==> src/rtl/coreriscv_axi4_client_tile_link_network_port_pkg.sv <==
// Shared types and constants for the client-side TileLink network port.
package coreriscv_axi4_client_tile_link_network_port_pkg;

  localparam int HDR_W        = 2;
  localparam int BEAT_W       = 3;
  localparam int ADDR_BLOCK_W = 26;
  localparam int DATA_W       = 64;
  localparam int XID_W        = 1;
  localparam int MXID_W       = 2;
  localparam int A_TYPE_W     = 3;
  localparam int R_TYPE_W     = 3;
  localparam int UNION_W      = 12;
  localparam int G_TYPE_W     = 4;
  localparam int P_TYPE_W     = 2;

  localparam logic IS_BUILTIN = 1'b1;

  typedef enum logic [G_TYPE_W-1:0] {
    G_DATA_SHARED = 4'h0,
    G_DATA_EXCL   = 4'h1,
    G_ACK         = 4'h2
  } g_type_e;

  typedef struct packed {
    logic [ADDR_BLOCK_W-1:0] addr_block;
    logic [XID_W-1:0]        client_xact_id;
    logic [BEAT_W-1:0]       addr_beat;
    logic                    is_builtin_type;
    logic [A_TYPE_W-1:0]     a_type;
    logic [UNION_W-1:0]      union_bits;
    logic [DATA_W-1:0]       data;
  } acquire_t;

  typedef struct packed {
    logic [BEAT_W-1:0]       addr_beat;
    logic [ADDR_BLOCK_W-1:0] addr_block;
    logic [XID_W-1:0]        client_xact_id;
    logic                    voluntary;
    logic [R_TYPE_W-1:0]     r_type;
    logic [DATA_W-1:0]       data;
  } release_t;

  typedef struct packed {
    logic [MXID_W-1:0] manager_xact_id;
    logic [HDR_W-1:0]  src;
  } finish_entry_t;

  // Custom ack grants always need a finish; data grants only on their final beat.
  function automatic logic grant_needs_finish(input logic                is_builtin_type,
                                              input logic [G_TYPE_W-1:0] g_type,
                                              input logic [BEAT_W-1:0]   addr_beat,
                                              input logic [BEAT_W-1:0]   last_beat);
    return (is_builtin_type != IS_BUILTIN) &&
           ((g_type == G_ACK) || (addr_beat == last_beat));
  endfunction

endpackage

==> src/rtl/coreriscv_axi4_client_tile_link_network_port_if.sv <==
// Client-side and network-side TileLink channel bundle; slave = port, master = environment.
interface coreriscv_axi4_client_tile_link_network_port_if;
  import coreriscv_axi4_client_tile_link_network_port_pkg::*;

  logic                    io_client_acquire_ready;
  logic                    io_client_acquire_valid;
  logic [ADDR_BLOCK_W-1:0] io_client_acquire_bits_addr_block;
  logic [XID_W-1:0]        io_client_acquire_bits_client_xact_id;
  logic [BEAT_W-1:0]       io_client_acquire_bits_addr_beat;
  logic                    io_client_acquire_bits_is_builtin_type;
  logic [A_TYPE_W-1:0]     io_client_acquire_bits_a_type;
  logic [UNION_W-1:0]      io_client_acquire_bits_union;
  logic [DATA_W-1:0]       io_client_acquire_bits_data;

  logic                    io_client_release_ready;
  logic                    io_client_release_valid;
  logic [BEAT_W-1:0]       io_client_release_bits_addr_beat;
  logic [ADDR_BLOCK_W-1:0] io_client_release_bits_addr_block;
  logic [XID_W-1:0]        io_client_release_bits_client_xact_id;
  logic                    io_client_release_bits_voluntary;
  logic [R_TYPE_W-1:0]     io_client_release_bits_r_type;
  logic [DATA_W-1:0]       io_client_release_bits_data;

  logic                    io_client_grant_ready;
  logic                    io_client_grant_valid;
  logic [BEAT_W-1:0]       io_client_grant_bits_addr_beat;
  logic [XID_W-1:0]        io_client_grant_bits_client_xact_id;
  logic [MXID_W-1:0]       io_client_grant_bits_manager_xact_id;
  logic                    io_client_grant_bits_is_builtin_type;
  logic [G_TYPE_W-1:0]     io_client_grant_bits_g_type;
  logic [DATA_W-1:0]       io_client_grant_bits_data;

  logic                    io_client_probe_ready;
  logic                    io_client_probe_valid;
  logic [ADDR_BLOCK_W-1:0] io_client_probe_bits_addr_block;
  logic [P_TYPE_W-1:0]     io_client_probe_bits_p_type;

  logic                    io_network_acquire_ready;
  logic                    io_network_acquire_valid;
  logic [HDR_W-1:0]        io_network_acquire_bits_header_src;
  logic [HDR_W-1:0]        io_network_acquire_bits_header_dst;
  logic [ADDR_BLOCK_W-1:0] io_network_acquire_bits_payload_addr_block;
  logic [XID_W-1:0]        io_network_acquire_bits_payload_client_xact_id;
  logic [BEAT_W-1:0]       io_network_acquire_bits_payload_addr_beat;
  logic                    io_network_acquire_bits_payload_is_builtin_type;
  logic [A_TYPE_W-1:0]     io_network_acquire_bits_payload_a_type;
  logic [UNION_W-1:0]      io_network_acquire_bits_payload_union;
  logic [DATA_W-1:0]       io_network_acquire_bits_payload_data;

  logic                    io_network_release_ready;
  logic                    io_network_release_valid;
  logic [HDR_W-1:0]        io_network_release_bits_header_src;
  logic [HDR_W-1:0]        io_network_release_bits_header_dst;
  logic [BEAT_W-1:0]       io_network_release_bits_payload_addr_beat;
  logic [ADDR_BLOCK_W-1:0] io_network_release_bits_payload_addr_block;
  logic [XID_W-1:0]        io_network_release_bits_payload_client_xact_id;
  logic                    io_network_release_bits_payload_voluntary;
  logic [R_TYPE_W-1:0]     io_network_release_bits_payload_r_type;
  logic [DATA_W-1:0]       io_network_release_bits_payload_data;

  logic                    io_network_grant_ready;
  logic                    io_network_grant_valid;
  logic [HDR_W-1:0]        io_network_grant_bits_header_src;
  logic [HDR_W-1:0]        io_network_grant_bits_header_dst;
  logic [BEAT_W-1:0]       io_network_grant_bits_payload_addr_beat;
  logic [XID_W-1:0]        io_network_grant_bits_payload_client_xact_id;
  logic [MXID_W-1:0]       io_network_grant_bits_payload_manager_xact_id;
  logic                    io_network_grant_bits_payload_is_builtin_type;
  logic [G_TYPE_W-1:0]     io_network_grant_bits_payload_g_type;
  logic [DATA_W-1:0]       io_network_grant_bits_payload_data;

  logic                    io_network_probe_ready;
  logic                    io_network_probe_valid;
  logic [HDR_W-1:0]        io_network_probe_bits_header_src;
  logic [HDR_W-1:0]        io_network_probe_bits_header_dst;
  logic [ADDR_BLOCK_W-1:0] io_network_probe_bits_payload_addr_block;
  logic [P_TYPE_W-1:0]     io_network_probe_bits_payload_p_type;

  logic                    io_network_finish_ready;
  logic                    io_network_finish_valid;
  logic [HDR_W-1:0]        io_network_finish_bits_header_src;
  logic [HDR_W-1:0]        io_network_finish_bits_header_dst;
  logic [MXID_W-1:0]       io_network_finish_bits_payload_manager_xact_id;

  modport slave (
    output io_client_acquire_ready,
    input  io_client_acquire_valid, io_client_acquire_bits_addr_block,
           io_client_acquire_bits_client_xact_id, io_client_acquire_bits_addr_beat,
           io_client_acquire_bits_is_builtin_type, io_client_acquire_bits_a_type,
           io_client_acquire_bits_union, io_client_acquire_bits_data,
    output io_client_release_ready,
    input  io_client_release_valid, io_client_release_bits_addr_beat,
           io_client_release_bits_addr_block, io_client_release_bits_client_xact_id,
           io_client_release_bits_voluntary, io_client_release_bits_r_type,
           io_client_release_bits_data,
    input  io_client_grant_ready,
    output io_client_grant_valid, io_client_grant_bits_addr_beat,
           io_client_grant_bits_client_xact_id, io_client_grant_bits_manager_xact_id,
           io_client_grant_bits_is_builtin_type, io_client_grant_bits_g_type,
           io_client_grant_bits_data,
    input  io_client_probe_ready,
    output io_client_probe_valid, io_client_probe_bits_addr_block, io_client_probe_bits_p_type,
    input  io_network_acquire_ready,
    output io_network_acquire_valid, io_network_acquire_bits_header_src,
           io_network_acquire_bits_header_dst, io_network_acquire_bits_payload_addr_block,
           io_network_acquire_bits_payload_client_xact_id, io_network_acquire_bits_payload_addr_beat,
           io_network_acquire_bits_payload_is_builtin_type, io_network_acquire_bits_payload_a_type,
           io_network_acquire_bits_payload_union, io_network_acquire_bits_payload_data,
    input  io_network_release_ready,
    output io_network_release_valid, io_network_release_bits_header_src,
           io_network_release_bits_header_dst, io_network_release_bits_payload_addr_beat,
           io_network_release_bits_payload_addr_block, io_network_release_bits_payload_client_xact_id,
           io_network_release_bits_payload_voluntary, io_network_release_bits_payload_r_type,
           io_network_release_bits_payload_data,
    output io_network_grant_ready,
    input  io_network_grant_valid, io_network_grant_bits_header_src,
           io_network_grant_bits_header_dst, io_network_grant_bits_payload_addr_beat,
           io_network_grant_bits_payload_client_xact_id, io_network_grant_bits_payload_manager_xact_id,
           io_network_grant_bits_payload_is_builtin_type, io_network_grant_bits_payload_g_type,
           io_network_grant_bits_payload_data,
    output io_network_probe_ready,
    input  io_network_probe_valid, io_network_probe_bits_header_src,
           io_network_probe_bits_header_dst, io_network_probe_bits_payload_addr_block,
           io_network_probe_bits_payload_p_type,
    input  io_network_finish_ready,
    output io_network_finish_valid, io_network_finish_bits_header_src,
           io_network_finish_bits_header_dst, io_network_finish_bits_payload_manager_xact_id
  );

  modport master (
    input  io_client_acquire_ready,
    output io_client_acquire_valid, io_client_acquire_bits_addr_block,
           io_client_acquire_bits_client_xact_id, io_client_acquire_bits_addr_beat,
           io_client_acquire_bits_is_builtin_type, io_client_acquire_bits_a_type,
           io_client_acquire_bits_union, io_client_acquire_bits_data,
    input  io_client_release_ready,
    output io_client_release_valid, io_client_release_bits_addr_beat,
           io_client_release_bits_addr_block, io_client_release_bits_client_xact_id,
           io_client_release_bits_voluntary, io_client_release_bits_r_type,
           io_client_release_bits_data,
    output io_client_grant_ready,
    input  io_client_grant_valid, io_client_grant_bits_addr_beat,
           io_client_grant_bits_client_xact_id, io_client_grant_bits_manager_xact_id,
           io_client_grant_bits_is_builtin_type, io_client_grant_bits_g_type,
           io_client_grant_bits_data,
    output io_client_probe_ready,
    input  io_client_probe_valid, io_client_probe_bits_addr_block, io_client_probe_bits_p_type,
    output io_network_acquire_ready,
    input  io_network_acquire_valid, io_network_acquire_bits_header_src,
           io_network_acquire_bits_header_dst, io_network_acquire_bits_payload_addr_block,
           io_network_acquire_bits_payload_client_xact_id, io_network_acquire_bits_payload_addr_beat,
           io_network_acquire_bits_payload_is_builtin_type, io_network_acquire_bits_payload_a_type,
           io_network_acquire_bits_payload_union, io_network_acquire_bits_payload_data,
    output io_network_release_ready,
    input  io_network_release_valid, io_network_release_bits_header_src,
           io_network_release_bits_header_dst, io_network_release_bits_payload_addr_beat,
           io_network_release_bits_payload_addr_block, io_network_release_bits_payload_client_xact_id,
           io_network_release_bits_payload_voluntary, io_network_release_bits_payload_r_type,
           io_network_release_bits_payload_data,
    input  io_network_grant_ready,
    output io_network_grant_valid, io_network_grant_bits_header_src,
           io_network_grant_bits_header_dst, io_network_grant_bits_payload_addr_beat,
           io_network_grant_bits_payload_client_xact_id, io_network_grant_bits_payload_manager_xact_id,
           io_network_grant_bits_payload_is_builtin_type, io_network_grant_bits_payload_g_type,
           io_network_grant_bits_payload_data,
    input  io_network_probe_ready,
    output io_network_probe_valid, io_network_probe_bits_header_src,
           io_network_probe_bits_header_dst, io_network_probe_bits_payload_addr_block,
           io_network_probe_bits_payload_p_type,
    output io_network_finish_ready,
    input  io_network_finish_valid, io_network_finish_bits_header_src,
           io_network_finish_bits_header_dst, io_network_finish_bits_payload_manager_xact_id
  );

endinterface

==> src/rtl/coreriscv_axi4_client_tile_link_network_port_reg_slice.sv <==
// One-entry valid/ready register slice: one cycle latency, full throughput.
module coreriscv_axi4_tl_reg_slice #(
  parameter int WIDTH = 8
) (
  input  logic             clk,
  input  logic             reset,
  input  logic             in_valid,
  output logic             in_ready,
  input  logic [WIDTH-1:0] in_data,
  output logic             out_valid,
  input  logic             out_ready,
  output logic [WIDTH-1:0] out_data
);

  logic             valid_r;
  logic [WIDTH-1:0] data_r;

  // Refill whenever the slot is empty or being drained this cycle.
  assign in_ready  = !valid_r || out_ready;
  assign out_valid = valid_r;
  assign out_data  = data_r;

  // Slot occupancy and payload capture
  always_ff @(posedge clk) begin
    if (reset) begin
      valid_r <= 1'b0;
      data_r  <= '0;
    end else if (in_valid && in_ready) begin
      valid_r <= 1'b1;
      data_r  <= in_data;
    end else if (out_ready) begin
      valid_r <= 1'b0;
    end
  end

endmodule

==> src/rtl/coreriscv_axi4_client_tile_link_network_port.sv <==
// Client-side network port: headers acquire/release, strips grant/probe headers,
// and queues finish messages for grants that must be acknowledged.
module coreriscv_axi4_client_tile_link_network_port
  import coreriscv_axi4_client_tile_link_network_port_pkg::*;
#(
  parameter logic [HDR_W-1:0] CLIENT_ID    = 2'h0,
  parameter logic [HDR_W-1:0] MANAGER_ID   = 2'h1,
  parameter int               FINISH_DEPTH = 2,
  parameter int               DATA_BEATS   = 8
) (
  input logic clk,
  input logic reset,
  coreriscv_axi4_client_tile_link_network_port_if.slave bus
);

  localparam int PTR_W = (FINISH_DEPTH > 1) ? $clog2(FINISH_DEPTH) : 1;
  localparam int CNT_W = $clog2(FINISH_DEPTH + 1);
  localparam logic [PTR_W-1:0]  LAST_PTR  = PTR_W'(FINISH_DEPTH - 1);
  localparam logic [CNT_W-1:0]  FULL_CNT  = CNT_W'(FINISH_DEPTH);
  localparam logic [BEAT_W-1:0] LAST_BEAT = BEAT_W'(DATA_BEATS - 1);

  acquire_t acq_in_s, acq_out_s;
  release_t rel_in_s, rel_out_s;

  assign acq_in_s = '{addr_block:      bus.io_client_acquire_bits_addr_block,
                      client_xact_id:  bus.io_client_acquire_bits_client_xact_id,
                      addr_beat:       bus.io_client_acquire_bits_addr_beat,
                      is_builtin_type: bus.io_client_acquire_bits_is_builtin_type,
                      a_type:          bus.io_client_acquire_bits_a_type,
                      union_bits:      bus.io_client_acquire_bits_union,
                      data:            bus.io_client_acquire_bits_data};

  assign rel_in_s = '{addr_beat:      bus.io_client_release_bits_addr_beat,
                      addr_block:     bus.io_client_release_bits_addr_block,
                      client_xact_id: bus.io_client_release_bits_client_xact_id,
                      voluntary:      bus.io_client_release_bits_voluntary,
                      r_type:         bus.io_client_release_bits_r_type,
                      data:           bus.io_client_release_bits_data};

  coreriscv_axi4_tl_reg_slice #(.WIDTH($bits(acquire_t))) u_acquire_slice (
    .clk       (clk),
    .reset     (reset),
    .in_valid  (bus.io_client_acquire_valid),
    .in_ready  (bus.io_client_acquire_ready),
    .in_data   (acq_in_s),
    .out_valid (bus.io_network_acquire_valid),
    .out_ready (bus.io_network_acquire_ready),
    .out_data  (acq_out_s)
  );

  coreriscv_axi4_tl_reg_slice #(.WIDTH($bits(release_t))) u_release_slice (
    .clk       (clk),
    .reset     (reset),
    .in_valid  (bus.io_client_release_valid),
    .in_ready  (bus.io_client_release_ready),
    .in_data   (rel_in_s),
    .out_valid (bus.io_network_release_valid),
    .out_ready (bus.io_network_release_ready),
    .out_data  (rel_out_s)
  );

  assign bus.io_network_acquire_bits_header_src              = CLIENT_ID;
  assign bus.io_network_acquire_bits_header_dst              = MANAGER_ID;
  assign bus.io_network_acquire_bits_payload_addr_block      = acq_out_s.addr_block;
  assign bus.io_network_acquire_bits_payload_client_xact_id  = acq_out_s.client_xact_id;
  assign bus.io_network_acquire_bits_payload_addr_beat       = acq_out_s.addr_beat;
  assign bus.io_network_acquire_bits_payload_is_builtin_type = acq_out_s.is_builtin_type;
  assign bus.io_network_acquire_bits_payload_a_type          = acq_out_s.a_type;
  assign bus.io_network_acquire_bits_payload_union           = acq_out_s.union_bits;
  assign bus.io_network_acquire_bits_payload_data            = acq_out_s.data;

  assign bus.io_network_release_bits_header_src             = CLIENT_ID;
  assign bus.io_network_release_bits_header_dst             = MANAGER_ID;
  assign bus.io_network_release_bits_payload_addr_beat      = rel_out_s.addr_beat;
  assign bus.io_network_release_bits_payload_addr_block     = rel_out_s.addr_block;
  assign bus.io_network_release_bits_payload_client_xact_id = rel_out_s.client_xact_id;
  assign bus.io_network_release_bits_payload_voluntary      = rel_out_s.voluntary;
  assign bus.io_network_release_bits_payload_r_type         = rel_out_s.r_type;
  assign bus.io_network_release_bits_payload_data           = rel_out_s.data;

  assign bus.io_client_probe_valid           = bus.io_network_probe_valid;
  assign bus.io_network_probe_ready          = bus.io_client_probe_ready;
  assign bus.io_client_probe_bits_addr_block = bus.io_network_probe_bits_payload_addr_block;
  assign bus.io_client_probe_bits_p_type     = bus.io_network_probe_bits_payload_p_type;

  // Headers the client never sees are deliberately dropped.
  logic unused_s;
  assign unused_s = ^{bus.io_network_grant_bits_header_dst,
                      bus.io_network_probe_bits_header_src,
                      bus.io_network_probe_bits_header_dst};

  logic             need_fin_s, grant_stall_s, fifo_full_s, push_s, pop_s;
  logic [PTR_W-1:0] rd_ptr_r, wr_ptr_r;
  logic [CNT_W-1:0] count_r;
  finish_entry_t    fifo_mem_r [FINISH_DEPTH];

  assign need_fin_s = grant_needs_finish(bus.io_network_grant_bits_payload_is_builtin_type,
                                         bus.io_network_grant_bits_payload_g_type,
                                         bus.io_network_grant_bits_payload_addr_beat,
                                         LAST_BEAT);
  // Full FIFO stalls the grant even if a pop is in flight: no finish_ready->grant_ready path.
  assign fifo_full_s   = (count_r == FULL_CNT);
  assign grant_stall_s = need_fin_s && fifo_full_s;

  assign bus.io_client_grant_valid                = bus.io_network_grant_valid && !grant_stall_s;
  assign bus.io_network_grant_ready               = bus.io_client_grant_ready && !grant_stall_s;
  assign bus.io_client_grant_bits_addr_beat       = bus.io_network_grant_bits_payload_addr_beat;
  assign bus.io_client_grant_bits_client_xact_id  = bus.io_network_grant_bits_payload_client_xact_id;
  assign bus.io_client_grant_bits_manager_xact_id = bus.io_network_grant_bits_payload_manager_xact_id;
  assign bus.io_client_grant_bits_is_builtin_type = bus.io_network_grant_bits_payload_is_builtin_type;
  assign bus.io_client_grant_bits_g_type          = bus.io_network_grant_bits_payload_g_type;
  assign bus.io_client_grant_bits_data            = bus.io_network_grant_bits_payload_data;

  assign push_s = bus.io_network_grant_valid && bus.io_network_grant_ready && need_fin_s;
  assign pop_s  = bus.io_network_finish_valid && bus.io_network_finish_ready;

  assign bus.io_network_finish_valid                      = (count_r != '0);
  assign bus.io_network_finish_bits_header_src            = CLIENT_ID;
  assign bus.io_network_finish_bits_header_dst            = fifo_mem_r[rd_ptr_r].src;
  assign bus.io_network_finish_bits_payload_manager_xact_id = fifo_mem_r[rd_ptr_r].manager_xact_id;

  function automatic logic [PTR_W-1:0] ptr_inc(input logic [PTR_W-1:0] ptr);
    return (ptr == LAST_PTR) ? '0 : ptr + PTR_W'(1);
  endfunction

  // Finish FIFO storage, pointers and occupancy
  always_ff @(posedge clk) begin
    if (reset) begin
      rd_ptr_r <= '0;
      wr_ptr_r <= '0;
      count_r  <= '0;
      for (int i = 0; i < FINISH_DEPTH; i++) begin
        fifo_mem_r[i] <= '0;
      end
    end else begin
      if (push_s) begin
        fifo_mem_r[wr_ptr_r] <= '{manager_xact_id: bus.io_network_grant_bits_payload_manager_xact_id,
                                  src:             bus.io_network_grant_bits_header_src};
        wr_ptr_r <= ptr_inc(wr_ptr_r);
      end
      if (pop_s) begin
        rd_ptr_r <= ptr_inc(rd_ptr_r);
      end
      if (push_s && !pop_s) begin
        count_r <= count_r + CNT_W'(1);
      end else if (pop_s && !push_s) begin
        count_r <= count_r - CNT_W'(1);
      end
    end
  end

endmodule
==> src/flat_wrapper.sv <==
// flat-port wrapper written by rule: the top's interface ports become plain ports
module coreriscv_axi4_client_tile_link_network_port_flat import coreriscv_axi4_client_tile_link_network_port_pkg::*;
#(
  parameter logic [HDR_W-1:0] CLIENT_ID    = 2'h0,
  parameter logic [HDR_W-1:0] MANAGER_ID   = 2'h1,
  parameter int               FINISH_DEPTH = 2,
  parameter int               DATA_BEATS   = 8
)
  (clk, reset, bus_io_client_acquire_ready, bus_io_client_acquire_valid, bus_io_client_acquire_bits_addr_block, bus_io_client_acquire_bits_client_xact_id, bus_io_client_acquire_bits_addr_beat, bus_io_client_acquire_bits_is_builtin_type, bus_io_client_acquire_bits_a_type, bus_io_client_acquire_bits_union, bus_io_client_acquire_bits_data, bus_io_client_release_ready, bus_io_client_release_valid, bus_io_client_release_bits_addr_beat, bus_io_client_release_bits_addr_block, bus_io_client_release_bits_client_xact_id, bus_io_client_release_bits_voluntary, bus_io_client_release_bits_r_type, bus_io_client_release_bits_data, bus_io_client_grant_ready, bus_io_client_grant_valid, bus_io_client_grant_bits_addr_beat, bus_io_client_grant_bits_client_xact_id, bus_io_client_grant_bits_manager_xact_id, bus_io_client_grant_bits_is_builtin_type, bus_io_client_grant_bits_g_type, bus_io_client_grant_bits_data, bus_io_client_probe_ready, bus_io_client_probe_valid, bus_io_client_probe_bits_addr_block, bus_io_client_probe_bits_p_type, bus_io_network_acquire_ready, bus_io_network_acquire_valid, bus_io_network_acquire_bits_header_src, bus_io_network_acquire_bits_header_dst, bus_io_network_acquire_bits_payload_addr_block, bus_io_network_acquire_bits_payload_client_xact_id, bus_io_network_acquire_bits_payload_addr_beat, bus_io_network_acquire_bits_payload_is_builtin_type, bus_io_network_acquire_bits_payload_a_type, bus_io_network_acquire_bits_payload_union, bus_io_network_acquire_bits_payload_data, bus_io_network_release_ready, bus_io_network_release_valid, bus_io_network_release_bits_header_src, bus_io_network_release_bits_header_dst, bus_io_network_release_bits_payload_addr_beat, bus_io_network_release_bits_payload_addr_block, bus_io_network_release_bits_payload_client_xact_id, bus_io_network_release_bits_payload_voluntary, bus_io_network_release_bits_payload_r_type, bus_io_network_release_bits_payload_data, bus_io_network_grant_ready, bus_io_network_grant_valid, bus_io_network_grant_bits_header_src, bus_io_network_grant_bits_header_dst, bus_io_network_grant_bits_payload_addr_beat, bus_io_network_grant_bits_payload_client_xact_id, bus_io_network_grant_bits_payload_manager_xact_id, bus_io_network_grant_bits_payload_is_builtin_type, bus_io_network_grant_bits_payload_g_type, bus_io_network_grant_bits_payload_data, bus_io_network_probe_ready, bus_io_network_probe_valid, bus_io_network_probe_bits_header_src, bus_io_network_probe_bits_header_dst, bus_io_network_probe_bits_payload_addr_block, bus_io_network_probe_bits_payload_p_type, bus_io_network_finish_ready, bus_io_network_finish_valid, bus_io_network_finish_bits_header_src, bus_io_network_finish_bits_header_dst, bus_io_network_finish_bits_payload_manager_xact_id);
  coreriscv_axi4_client_tile_link_network_port_if bus_i ();
  input logic clk;
  input logic reset;
  output wire logic [$bits(bus_i.io_client_acquire_ready)-1:0] bus_io_client_acquire_ready;
  input wire logic [$bits(bus_i.io_client_acquire_valid)-1:0] bus_io_client_acquire_valid;
  input wire logic [$bits(bus_i.io_client_acquire_bits_addr_block)-1:0] bus_io_client_acquire_bits_addr_block;
  input wire logic [$bits(bus_i.io_client_acquire_bits_client_xact_id)-1:0] bus_io_client_acquire_bits_client_xact_id;
  input wire logic [$bits(bus_i.io_client_acquire_bits_addr_beat)-1:0] bus_io_client_acquire_bits_addr_beat;
  input wire logic [$bits(bus_i.io_client_acquire_bits_is_builtin_type)-1:0] bus_io_client_acquire_bits_is_builtin_type;
  input wire logic [$bits(bus_i.io_client_acquire_bits_a_type)-1:0] bus_io_client_acquire_bits_a_type;
  input wire logic [$bits(bus_i.io_client_acquire_bits_union)-1:0] bus_io_client_acquire_bits_union;
  input wire logic [$bits(bus_i.io_client_acquire_bits_data)-1:0] bus_io_client_acquire_bits_data;
  output wire logic [$bits(bus_i.io_client_release_ready)-1:0] bus_io_client_release_ready;
  input wire logic [$bits(bus_i.io_client_release_valid)-1:0] bus_io_client_release_valid;
  input wire logic [$bits(bus_i.io_client_release_bits_addr_beat)-1:0] bus_io_client_release_bits_addr_beat;
  input wire logic [$bits(bus_i.io_client_release_bits_addr_block)-1:0] bus_io_client_release_bits_addr_block;
  input wire logic [$bits(bus_i.io_client_release_bits_client_xact_id)-1:0] bus_io_client_release_bits_client_xact_id;
  input wire logic [$bits(bus_i.io_client_release_bits_voluntary)-1:0] bus_io_client_release_bits_voluntary;
  input wire logic [$bits(bus_i.io_client_release_bits_r_type)-1:0] bus_io_client_release_bits_r_type;
  input wire logic [$bits(bus_i.io_client_release_bits_data)-1:0] bus_io_client_release_bits_data;
  input wire logic [$bits(bus_i.io_client_grant_ready)-1:0] bus_io_client_grant_ready;
  output wire logic [$bits(bus_i.io_client_grant_valid)-1:0] bus_io_client_grant_valid;
  output wire logic [$bits(bus_i.io_client_grant_bits_addr_beat)-1:0] bus_io_client_grant_bits_addr_beat;
  output wire logic [$bits(bus_i.io_client_grant_bits_client_xact_id)-1:0] bus_io_client_grant_bits_client_xact_id;
  output wire logic [$bits(bus_i.io_client_grant_bits_manager_xact_id)-1:0] bus_io_client_grant_bits_manager_xact_id;
  output wire logic [$bits(bus_i.io_client_grant_bits_is_builtin_type)-1:0] bus_io_client_grant_bits_is_builtin_type;
  output wire logic [$bits(bus_i.io_client_grant_bits_g_type)-1:0] bus_io_client_grant_bits_g_type;
  output wire logic [$bits(bus_i.io_client_grant_bits_data)-1:0] bus_io_client_grant_bits_data;
  input wire logic [$bits(bus_i.io_client_probe_ready)-1:0] bus_io_client_probe_ready;
  output wire logic [$bits(bus_i.io_client_probe_valid)-1:0] bus_io_client_probe_valid;
  output wire logic [$bits(bus_i.io_client_probe_bits_addr_block)-1:0] bus_io_client_probe_bits_addr_block;
  output wire logic [$bits(bus_i.io_client_probe_bits_p_type)-1:0] bus_io_client_probe_bits_p_type;
  input wire logic [$bits(bus_i.io_network_acquire_ready)-1:0] bus_io_network_acquire_ready;
  output wire logic [$bits(bus_i.io_network_acquire_valid)-1:0] bus_io_network_acquire_valid;
  output wire logic [$bits(bus_i.io_network_acquire_bits_header_src)-1:0] bus_io_network_acquire_bits_header_src;
  output wire logic [$bits(bus_i.io_network_acquire_bits_header_dst)-1:0] bus_io_network_acquire_bits_header_dst;
  output wire logic [$bits(bus_i.io_network_acquire_bits_payload_addr_block)-1:0] bus_io_network_acquire_bits_payload_addr_block;
  output wire logic [$bits(bus_i.io_network_acquire_bits_payload_client_xact_id)-1:0] bus_io_network_acquire_bits_payload_client_xact_id;
  output wire logic [$bits(bus_i.io_network_acquire_bits_payload_addr_beat)-1:0] bus_io_network_acquire_bits_payload_addr_beat;
  output wire logic [$bits(bus_i.io_network_acquire_bits_payload_is_builtin_type)-1:0] bus_io_network_acquire_bits_payload_is_builtin_type;
  output wire logic [$bits(bus_i.io_network_acquire_bits_payload_a_type)-1:0] bus_io_network_acquire_bits_payload_a_type;
  output wire logic [$bits(bus_i.io_network_acquire_bits_payload_union)-1:0] bus_io_network_acquire_bits_payload_union;
  output wire logic [$bits(bus_i.io_network_acquire_bits_payload_data)-1:0] bus_io_network_acquire_bits_payload_data;
  input wire logic [$bits(bus_i.io_network_release_ready)-1:0] bus_io_network_release_ready;
  output wire logic [$bits(bus_i.io_network_release_valid)-1:0] bus_io_network_release_valid;
  output wire logic [$bits(bus_i.io_network_release_bits_header_src)-1:0] bus_io_network_release_bits_header_src;
  output wire logic [$bits(bus_i.io_network_release_bits_header_dst)-1:0] bus_io_network_release_bits_header_dst;
  output wire logic [$bits(bus_i.io_network_release_bits_payload_addr_beat)-1:0] bus_io_network_release_bits_payload_addr_beat;
  output wire logic [$bits(bus_i.io_network_release_bits_payload_addr_block)-1:0] bus_io_network_release_bits_payload_addr_block;
  output wire logic [$bits(bus_i.io_network_release_bits_payload_client_xact_id)-1:0] bus_io_network_release_bits_payload_client_xact_id;
  output wire logic [$bits(bus_i.io_network_release_bits_payload_voluntary)-1:0] bus_io_network_release_bits_payload_voluntary;
  output wire logic [$bits(bus_i.io_network_release_bits_payload_r_type)-1:0] bus_io_network_release_bits_payload_r_type;
  output wire logic [$bits(bus_i.io_network_release_bits_payload_data)-1:0] bus_io_network_release_bits_payload_data;
  output wire logic [$bits(bus_i.io_network_grant_ready)-1:0] bus_io_network_grant_ready;
  input wire logic [$bits(bus_i.io_network_grant_valid)-1:0] bus_io_network_grant_valid;
  input wire logic [$bits(bus_i.io_network_grant_bits_header_src)-1:0] bus_io_network_grant_bits_header_src;
  input wire logic [$bits(bus_i.io_network_grant_bits_header_dst)-1:0] bus_io_network_grant_bits_header_dst;
  input wire logic [$bits(bus_i.io_network_grant_bits_payload_addr_beat)-1:0] bus_io_network_grant_bits_payload_addr_beat;
  input wire logic [$bits(bus_i.io_network_grant_bits_payload_client_xact_id)-1:0] bus_io_network_grant_bits_payload_client_xact_id;
  input wire logic [$bits(bus_i.io_network_grant_bits_payload_manager_xact_id)-1:0] bus_io_network_grant_bits_payload_manager_xact_id;
  input wire logic [$bits(bus_i.io_network_grant_bits_payload_is_builtin_type)-1:0] bus_io_network_grant_bits_payload_is_builtin_type;
  input wire logic [$bits(bus_i.io_network_grant_bits_payload_g_type)-1:0] bus_io_network_grant_bits_payload_g_type;
  input wire logic [$bits(bus_i.io_network_grant_bits_payload_data)-1:0] bus_io_network_grant_bits_payload_data;
  output wire logic [$bits(bus_i.io_network_probe_ready)-1:0] bus_io_network_probe_ready;
  input wire logic [$bits(bus_i.io_network_probe_valid)-1:0] bus_io_network_probe_valid;
  input wire logic [$bits(bus_i.io_network_probe_bits_header_src)-1:0] bus_io_network_probe_bits_header_src;
  input wire logic [$bits(bus_i.io_network_probe_bits_header_dst)-1:0] bus_io_network_probe_bits_header_dst;
  input wire logic [$bits(bus_i.io_network_probe_bits_payload_addr_block)-1:0] bus_io_network_probe_bits_payload_addr_block;
  input wire logic [$bits(bus_i.io_network_probe_bits_payload_p_type)-1:0] bus_io_network_probe_bits_payload_p_type;
  input wire logic [$bits(bus_i.io_network_finish_ready)-1:0] bus_io_network_finish_ready;
  output wire logic [$bits(bus_i.io_network_finish_valid)-1:0] bus_io_network_finish_valid;
  output wire logic [$bits(bus_i.io_network_finish_bits_header_src)-1:0] bus_io_network_finish_bits_header_src;
  output wire logic [$bits(bus_i.io_network_finish_bits_header_dst)-1:0] bus_io_network_finish_bits_header_dst;
  output wire logic [$bits(bus_i.io_network_finish_bits_payload_manager_xact_id)-1:0] bus_io_network_finish_bits_payload_manager_xact_id;
  assign bus_io_client_acquire_ready = bus_i.io_client_acquire_ready;
  assign bus_i.io_client_acquire_valid = bus_io_client_acquire_valid;
  assign bus_i.io_client_acquire_bits_addr_block = bus_io_client_acquire_bits_addr_block;
  assign bus_i.io_client_acquire_bits_client_xact_id = bus_io_client_acquire_bits_client_xact_id;
  assign bus_i.io_client_acquire_bits_addr_beat = bus_io_client_acquire_bits_addr_beat;
  assign bus_i.io_client_acquire_bits_is_builtin_type = bus_io_client_acquire_bits_is_builtin_type;
  assign bus_i.io_client_acquire_bits_a_type = bus_io_client_acquire_bits_a_type;
  assign bus_i.io_client_acquire_bits_union = bus_io_client_acquire_bits_union;
  assign bus_i.io_client_acquire_bits_data = bus_io_client_acquire_bits_data;
  assign bus_io_client_release_ready = bus_i.io_client_release_ready;
  assign bus_i.io_client_release_valid = bus_io_client_release_valid;
  assign bus_i.io_client_release_bits_addr_beat = bus_io_client_release_bits_addr_beat;
  assign bus_i.io_client_release_bits_addr_block = bus_io_client_release_bits_addr_block;
  assign bus_i.io_client_release_bits_client_xact_id = bus_io_client_release_bits_client_xact_id;
  assign bus_i.io_client_release_bits_voluntary = bus_io_client_release_bits_voluntary;
  assign bus_i.io_client_release_bits_r_type = bus_io_client_release_bits_r_type;
  assign bus_i.io_client_release_bits_data = bus_io_client_release_bits_data;
  assign bus_i.io_client_grant_ready = bus_io_client_grant_ready;
  assign bus_io_client_grant_valid = bus_i.io_client_grant_valid;
  assign bus_io_client_grant_bits_addr_beat = bus_i.io_client_grant_bits_addr_beat;
  assign bus_io_client_grant_bits_client_xact_id = bus_i.io_client_grant_bits_client_xact_id;
  assign bus_io_client_grant_bits_manager_xact_id = bus_i.io_client_grant_bits_manager_xact_id;
  assign bus_io_client_grant_bits_is_builtin_type = bus_i.io_client_grant_bits_is_builtin_type;
  assign bus_io_client_grant_bits_g_type = bus_i.io_client_grant_bits_g_type;
  assign bus_io_client_grant_bits_data = bus_i.io_client_grant_bits_data;
  assign bus_i.io_client_probe_ready = bus_io_client_probe_ready;
  assign bus_io_client_probe_valid = bus_i.io_client_probe_valid;
  assign bus_io_client_probe_bits_addr_block = bus_i.io_client_probe_bits_addr_block;
  assign bus_io_client_probe_bits_p_type = bus_i.io_client_probe_bits_p_type;
  assign bus_i.io_network_acquire_ready = bus_io_network_acquire_ready;
  assign bus_io_network_acquire_valid = bus_i.io_network_acquire_valid;
  assign bus_io_network_acquire_bits_header_src = bus_i.io_network_acquire_bits_header_src;
  assign bus_io_network_acquire_bits_header_dst = bus_i.io_network_acquire_bits_header_dst;
  assign bus_io_network_acquire_bits_payload_addr_block = bus_i.io_network_acquire_bits_payload_addr_block;
  assign bus_io_network_acquire_bits_payload_client_xact_id = bus_i.io_network_acquire_bits_payload_client_xact_id;
  assign bus_io_network_acquire_bits_payload_addr_beat = bus_i.io_network_acquire_bits_payload_addr_beat;
  assign bus_io_network_acquire_bits_payload_is_builtin_type = bus_i.io_network_acquire_bits_payload_is_builtin_type;
  assign bus_io_network_acquire_bits_payload_a_type = bus_i.io_network_acquire_bits_payload_a_type;
  assign bus_io_network_acquire_bits_payload_union = bus_i.io_network_acquire_bits_payload_union;
  assign bus_io_network_acquire_bits_payload_data = bus_i.io_network_acquire_bits_payload_data;
  assign bus_i.io_network_release_ready = bus_io_network_release_ready;
  assign bus_io_network_release_valid = bus_i.io_network_release_valid;
  assign bus_io_network_release_bits_header_src = bus_i.io_network_release_bits_header_src;
  assign bus_io_network_release_bits_header_dst = bus_i.io_network_release_bits_header_dst;
  assign bus_io_network_release_bits_payload_addr_beat = bus_i.io_network_release_bits_payload_addr_beat;
  assign bus_io_network_release_bits_payload_addr_block = bus_i.io_network_release_bits_payload_addr_block;
  assign bus_io_network_release_bits_payload_client_xact_id = bus_i.io_network_release_bits_payload_client_xact_id;
  assign bus_io_network_release_bits_payload_voluntary = bus_i.io_network_release_bits_payload_voluntary;
  assign bus_io_network_release_bits_payload_r_type = bus_i.io_network_release_bits_payload_r_type;
  assign bus_io_network_release_bits_payload_data = bus_i.io_network_release_bits_payload_data;
  assign bus_io_network_grant_ready = bus_i.io_network_grant_ready;
  assign bus_i.io_network_grant_valid = bus_io_network_grant_valid;
  assign bus_i.io_network_grant_bits_header_src = bus_io_network_grant_bits_header_src;
  assign bus_i.io_network_grant_bits_header_dst = bus_io_network_grant_bits_header_dst;
  assign bus_i.io_network_grant_bits_payload_addr_beat = bus_io_network_grant_bits_payload_addr_beat;
  assign bus_i.io_network_grant_bits_payload_client_xact_id = bus_io_network_grant_bits_payload_client_xact_id;
  assign bus_i.io_network_grant_bits_payload_manager_xact_id = bus_io_network_grant_bits_payload_manager_xact_id;
  assign bus_i.io_network_grant_bits_payload_is_builtin_type = bus_io_network_grant_bits_payload_is_builtin_type;
  assign bus_i.io_network_grant_bits_payload_g_type = bus_io_network_grant_bits_payload_g_type;
  assign bus_i.io_network_grant_bits_payload_data = bus_io_network_grant_bits_payload_data;
  assign bus_io_network_probe_ready = bus_i.io_network_probe_ready;
  assign bus_i.io_network_probe_valid = bus_io_network_probe_valid;
  assign bus_i.io_network_probe_bits_header_src = bus_io_network_probe_bits_header_src;
  assign bus_i.io_network_probe_bits_header_dst = bus_io_network_probe_bits_header_dst;
  assign bus_i.io_network_probe_bits_payload_addr_block = bus_io_network_probe_bits_payload_addr_block;
  assign bus_i.io_network_probe_bits_payload_p_type = bus_io_network_probe_bits_payload_p_type;
  assign bus_i.io_network_finish_ready = bus_io_network_finish_ready;
  assign bus_io_network_finish_valid = bus_i.io_network_finish_valid;
  assign bus_io_network_finish_bits_header_src = bus_i.io_network_finish_bits_header_src;
  assign bus_io_network_finish_bits_header_dst = bus_i.io_network_finish_bits_header_dst;
  assign bus_io_network_finish_bits_payload_manager_xact_id = bus_i.io_network_finish_bits_payload_manager_xact_id;
  coreriscv_axi4_client_tile_link_network_port #(.CLIENT_ID(CLIENT_ID), .MANAGER_ID(MANAGER_ID), .FINISH_DEPTH(FINISH_DEPTH), .DATA_BEATS(DATA_BEATS)) u_core (.clk(clk), .reset(reset), .bus(bus_i));
endmodule
==> config.mk <==
export PLATFORM = sky130hd
export DESIGN_NAME = coreriscv_axi4_client_tile_link_network_port_flat
export DESIGN_NICKNAME = d
export VERILOG_FILES = /design/src/rtl/coreriscv_axi4_client_tile_link_network_port_pkg.sv /design/src/rtl/coreriscv_axi4_client_tile_link_network_port_if.sv /design/src/rtl/coreriscv_axi4_client_tile_link_network_port_reg_slice.sv /design/src/rtl/coreriscv_axi4_client_tile_link_network_port.sv /design/src/flat_wrapper.sv
export SDC_FILE = /design/constraint.sdc
export NUM_CORES = 1
export LEC_CHECK = 0
export BUFFER_PORTS_ARGS = -buffer_cell sky130_fd_sc_hd__buf_2
export CORE_AREA = 4 4 259 261
export CTS_BUF_LIST = sky130_fd_sc_hd__clkbuf_8 sky130_fd_sc_hd__clkbuf_16
export DETAILED_ROUTE_END_ITERATION = 8
export DIE_AREA = 0 0 263 265
export PLACE_DENSITY = 0.47
export REMOVE_ABC_BUFFERS = 1
export SETUP_SLACK_MARGIN = 0.1
export SLEW_MARGIN = 20
export SYNTH_ARGS = -nofsm -noshare
export SYNTH_HDL_FRONTEND = slang
export SYNTH_SLANG_ARGS = --single-unit
==> constraint.sdc <==
create_clock -name clk -period 3.6 [get_ports clk]
set_clock_uncertainty 0.15 [all_clocks]
set_input_delay 0.72 -clock clk [delete_from_list [all_inputs] [get_ports clk]]
set_output_delay 0.72 -clock clk [all_outputs]
set_load 0.01 [all_outputs]
Word-level counts from Yosys, hierarchy flattened:

Memory sizes are Yosys's and may differ from the RTL's. A register that Yosys moved wholly into a read port is not among the register bits.
Index checks and enable logic that the tools add are counted.
Widths: inputs -> output; s select.

* add/sub/neg operators: 4
* multipliers: 0
* div/mod/pow operators: 0
* magnitude comparators: 0
* equal/unequal tests: 3
* shifts and indexed selects: 0
* multiplexer cells: 18
* bitwise gates (word level): 1
* reductions and logical operators: 24

Operators with widths (number)
* $mux 1: 15
* $logic_and 1x1->1: 11
* $reduce_bool 2->1: 4
* $logic_not 1->1: 5
* $eq 4x2->1 const B: 1
* $mux 2: 2
* $mux 4: 1
* $reduce_or 4->1: 1
* $eq 3x3->1 const B: 1
* $logic_or 1x1->1: 3
* $add 1x1->1 const B: 2
* $add 2x1->2 const B: 1
* $eq 2x2->1 const B: 1
* $sub 2x1->2 const B: 1
* $not 1->1: 1

* register bits: 214
* bits in latches: 0
* RAM bits: 8
* bits in read-only memories: 0
* input port bits: 330
* output and inout bits: 334
* word-level logic and storage cells: 58
* memories: 1

Memories
* u_core.fifo_mem_r: depth 2, bits a word 4, read ports 1, clocked after Yosys merged registers in 1, write ports 2, RTL line coreriscv_axi4_client_tile_link_network_port.sv:95 `finish_entry_t fifo_mem_r [FINISH_DEPTH];`

Longest topological paths before layout:

* depth in word-level cells: 13
* gate-level depth with buffers: 7
* mapped depth without buffers: 7

By module:

From an unflattened synthesis, not the netlist that was laid out.

* cell total of the unflattened synthesis: 1133
* area total of the unflattened synthesis: 10814.1 µm²

By module, submodules not included
* coreriscv_axi4_tl_reg_slice at u_core.u_acquire_slice: instances 1, cells each 506, area each 5034.8 µm², seq. area each 2222.1 µm²
* coreriscv_axi4_tl_reg_slice at u_core.u_release_slice: instances 1, cells each 451, area each 4252.8 µm², seq. area each 1981.9 µm²
* coreriscv_axi4_client_tile_link_network_port: instances 1, cells each 176, area each 1526.5 µm², seq. area each 340.3 µm²

Worst setup path before layout:

Ideal clock, no wire load.

* kind: input-to-output
* start: input port bus_io_network_grant_bits_payload_g_type[0]
* end: output port bus_io_client_grant_valid
* arrival: 1.457 ns
* required time: 2.730 ns
* setup slack: 1.273 ns
* cell stages on the path: 3
* buffers on the path: 0
* cell sequence: nor4b_4 > nor2_1 > o31a_1

* longest elaborated chain between the ends: 6

RTL lines
* start, declared: RTL line flat_wrapper.sv:71 `input wire logic [$bits(bus_i.io_network_grant_bits_payload_g_type)-1:0] bus_io_network_grant_bits_payload_g_t ...`
* $eq 4x2->1: RTL line coreriscv_axi4_client_tile_link_network_port_pkg.sv:54 `((g_type == G_ACK) || (addr_beat == last_beat));`
* $logic_or 1x1->1: RTL line coreriscv_axi4_client_tile_link_network_port_pkg.sv:54
* $logic_and 1x1->1: RTL line coreriscv_axi4_client_tile_link_network_port_pkg.sv:53 `return (is_builtin_type != IS_BUILTIN) &&`
* $logic_and 1x1->1: RTL line coreriscv_axi4_client_tile_link_network_port.sv:103 `assign grant_stall_s = need_fin_s && fifo_full_s;`
* $logic_not 1->1: RTL line coreriscv_axi4_client_tile_link_network_port.sv:105 `assign bus.io_client_grant_valid = bus.io_network_grant_valid && !grant_stall_s;`
* $logic_and 1x1->1: RTL line coreriscv_axi4_client_tile_link_network_port.sv:105
* end, declared: RTL line flat_wrapper.sv:31 `output wire logic [$bits(bus_i.io_client_grant_valid)-1:0] bus_io_client_grant_valid;`

Every way passes these cells.

Worst setup path after layout:

* start: input port bus_io_network_grant_bits_payload_g_type[0]
* end: output port bus_io_network_grant_ready

* longest elaborated chain between the ends: 6

RTL lines
* $eq 4x2->1: RTL line coreriscv_axi4_client_tile_link_network_port_pkg.sv:54
* $logic_or 1x1->1: RTL line coreriscv_axi4_client_tile_link_network_port_pkg.sv:54
* $logic_and 1x1->1: RTL line coreriscv_axi4_client_tile_link_network_port_pkg.sv:53
* $logic_and 1x1->1: RTL line coreriscv_axi4_client_tile_link_network_port.sv:103
* $logic_not 1->1: RTL line coreriscv_axi4_client_tile_link_network_port.sv:106 `assign bus.io_network_grant_ready = bus.io_client_grant_ready && !grant_stall_s;`
* $logic_and 1x1->1: RTL line coreriscv_axi4_client_tile_link_network_port.sv:106
* end, declared: RTL line flat_wrapper.sv:63 `output wire logic [$bits(bus_i.io_network_grant_ready)-1:0] bus_io_network_grant_ready;`

Every way passes these cells.

==> impl_metrics.py <==
metrics = {
    "run_status": {
        "outcome": "finished, final reports clean",
    },
    "run": {
        "drv_cap": 0,
    },
    "synthesis": {
        "synth.top_cells.by_area": "dfxtp_1 (46%), a21oi_1 (11%), nand3_1 (11%), o21ai_0 (11%), buf_4 (9.5%)",
        "seq_area_frac_synth": 0.4850,
        "ys_seq_elements": 223,
        "synth_top_cell_area_share": 0.4593,
        "syn-cell-area_um2": 9370,
        "yosysTopAreaCell": "dfxtp_1",
        "synth_cell_type_count": 31,
        "ys_warn_count": 0,
        "syn-instance-count": 1132,
        "syn_area_per_cell_um2": 8.278,
    },
    "cts": {
        "htreeDepth": 1,
        "cts_tree": "yes",
        "clk_latency_ns": 0.55,
        "clk_pin_slew_ns": 0.06,
        "cts_buffers": 27,
        "cts_resized": 0,
        "root_buffer": "clkbuf_16",
        "ctsLongestPathBuffers": 3,
        "post_cts_buffers": 0,
        "cts_sinks": 223,
        "hold_buffers": 0,
    },
    "layout": {
        "layout_commonest_cell": "buf_2",
        "fin_cells": 2284,
        "ff_latch_area_um2": 4544,
        "synthToLayoutAreaGrowth_pct": 33.32,
        "layout_common_cells": "buf_2 (454), dfxtp_1 (215), a21oi_1 (211)",
        "multi_input_area_um2": 3502,
        "insertedDiodeCount": 0,
        "drive_gt1_frac": 0.3688,
        "fillerInstances": 7282,
        "final_util": 0.1938,
        "postLayoutCellArea_um2": 12490,
        "nets": 1740,
    },
    "place": {
        "place_inst": 2235,
        "dpl_worst_slack_ns": 0.9861,
        "place_congestion": 0.8638,
        "hpwl_um": 32970,
        "place_area_um2": 11630,
        "io_buffer_count": 457,
    },
    "floorplanning": {
        "rows": 93,
        "die_area_um2": 69700,
        "design.core.area_um2": 64460,
        "die_x_um": 263,
        "ios": 664,
        "die_h_um": 265,
        "start_util": 0.1454,
    },
    "setup_path": {
        "end_kind": "primary output",
        "critPathRequiredTime_ns": 2.73,
        "crit_arrival_ns": 1.77,
        "crit_path_max_fanout": 4,
        "worst-setup-path-type": "primary input to primary output",
        "start_kind": "primary input",
    },
    "route": {
        "postRouteWirelength_um": 45280,
        "drt_iter0_markers": 725,
        "viasPerCell": 4.202,
        "ant_nets": 0,
        "dr.pass1.iters": 6,
        "routedWlPerCell_um": 19.82,
        "drc": 0,
        "vias": 9598,
    },
    "power": {
        "power_leakage_nw": 5.411,
        "max-vdd-ir-drop_mv": 0.2588,
        "p_per_area_nw_per_um2": 496.4,
        "power.total_mw": 6.201,
    },
    "sta": {
        "rsz0062_at_grt": "no",
        "slew_violations": 0,
        "worst_slew_pin_slew_ns": 1.042,
        "finalCriticalPeriod_ns": 2.637,
        "maxSlewHeadroom": 0.3052,
        "max_freq_mhz": 379.2,
        "hold_viol_final": 0,
        "setup_slack_ns": 0.9627,
        "fin_crit_sh": 0.7326,
        "whs_ns": 0.2593,
        "finalSetupTns_ns": 0,
        "setup_viol": 0,
    },
    "global_route": {
        "grt_pass1_wl_um": 64830,
        "gr-usage-all-layers": 0.1203,
        "antenna_found_initial": 2,
        "grt_max_degree": 112,
        "gr-total-overflow": 0,
        "grt_pass1_vias": 9392,
    },
    "min_path": {
        "hold_path.class": "primary input to flip-flop",
    },
}
critical path, stage by stage:
cell and delay [ns]:
buf_2 0.12, nor4b_4 0.37, nor2_1 0.11, o31a_1 0.29
buf_2 0.15
per-layer routing:
| layer | routed length [um] | global-route usage |
|---|---|---|
| met5 | 404 | 0.04527 |
| met4 | 1208 | 0.03086 |
| met3 | 8631 | 0.1036 |
| met2 | 17380 | 0.1599 |
| met1 | 17650 | 0.1403 |
final cells by class:
cell class,instances,share of cell area
flip-flops and latches,223,0.3638
multi-input cells,681,0.2803
repair buffers,469,0.1992
well taps,855,0.08564
clock buffers,33,0.06070
clock inverters,16,0.008113
inverters,7,0.002204
synthesized netlist by cell type:
master / count
clkbuf_2: 1
o2111ai_2: 1
nand2_1: 4
o21bai_1: 2
a21oi_1: 211
and3_1: 1
conb_1: 2
buf_1: 9
nand2b_1: 1
edfxtp_1: 8
and2_1: 1
o21ai_0: 199
inv_2: 3
xor2_1: 3
buf_4: 119
or2_2: 1
inv_1: 4
clkbuf_1: 72
dfxtp_1: 215
o31a_1: 2
o21ai_1: 11
mux2_4: 1
o2111ai_1: 2
ha_1: 1
nor4b_4: 1
mux2_2: 4
nand3_1: 208
nor2_1: 13
buf_2: 28
or3_1: 1
nor2b_1: 3
path summary, 6_finish.rpt:
check | end | startpoint | slack, ns | depth (start not counted)
max reg2reg | u_core.count_r[1] | u_core.count_r[0] | 1.61 | 6
min reg2reg | u_core.u_release_slice.out_data[41] | u_core.u_release_slice.out_data[41] | 0.32 | 2
min | u_core.u_acquire_slice.out_data[29] | bus_io_client_acquire_bits_data[29] | 0.26 | 3
max | bus_io_network_grant_ready | bus_io_network_grant_bits_payload_g_type[0] | 0.96 | 5
sequential cells by signal, indices dropped and copies added (netlist names), named ones only:
signal and cells:
u_core.u_release_slice.out_data 98, u_core.u_acquire_slice.out_data 110, u_core.count_r 2, u_core.fifo_mem_r 8, u_core.u_acquire_slice.out_valid 1, u_core.wr_ptr_r 1, u_core.rd_ptr_r 1, u_core.u_release_slice.out_valid 1
cell families (layout without fill, tap and decap cells):
logic type,after synthesis,after routing,share of synthesized area
AOI/OAI and AO/OA,428,428,0.2318
xor gates and xnor gates,3,3,0.002805
adders and majority gates,1,1,0.001335
buffers and inverters,236,525,0.1461
DFF,223,223,0.4850
muxes,5,5,0.006409
other,2,10,0.0008015
and+or+nand+nor,234,234,0.1258
where the power goes:
part,internal (mW),total (mW),switching (mW)
clock,1.55,2.64,1.09
combinational,0.339,0.853,0.514
sequential,2.64,2.71,0.0740
total,4.52,6.20,1.68
(Power assumes the default switching activity.)
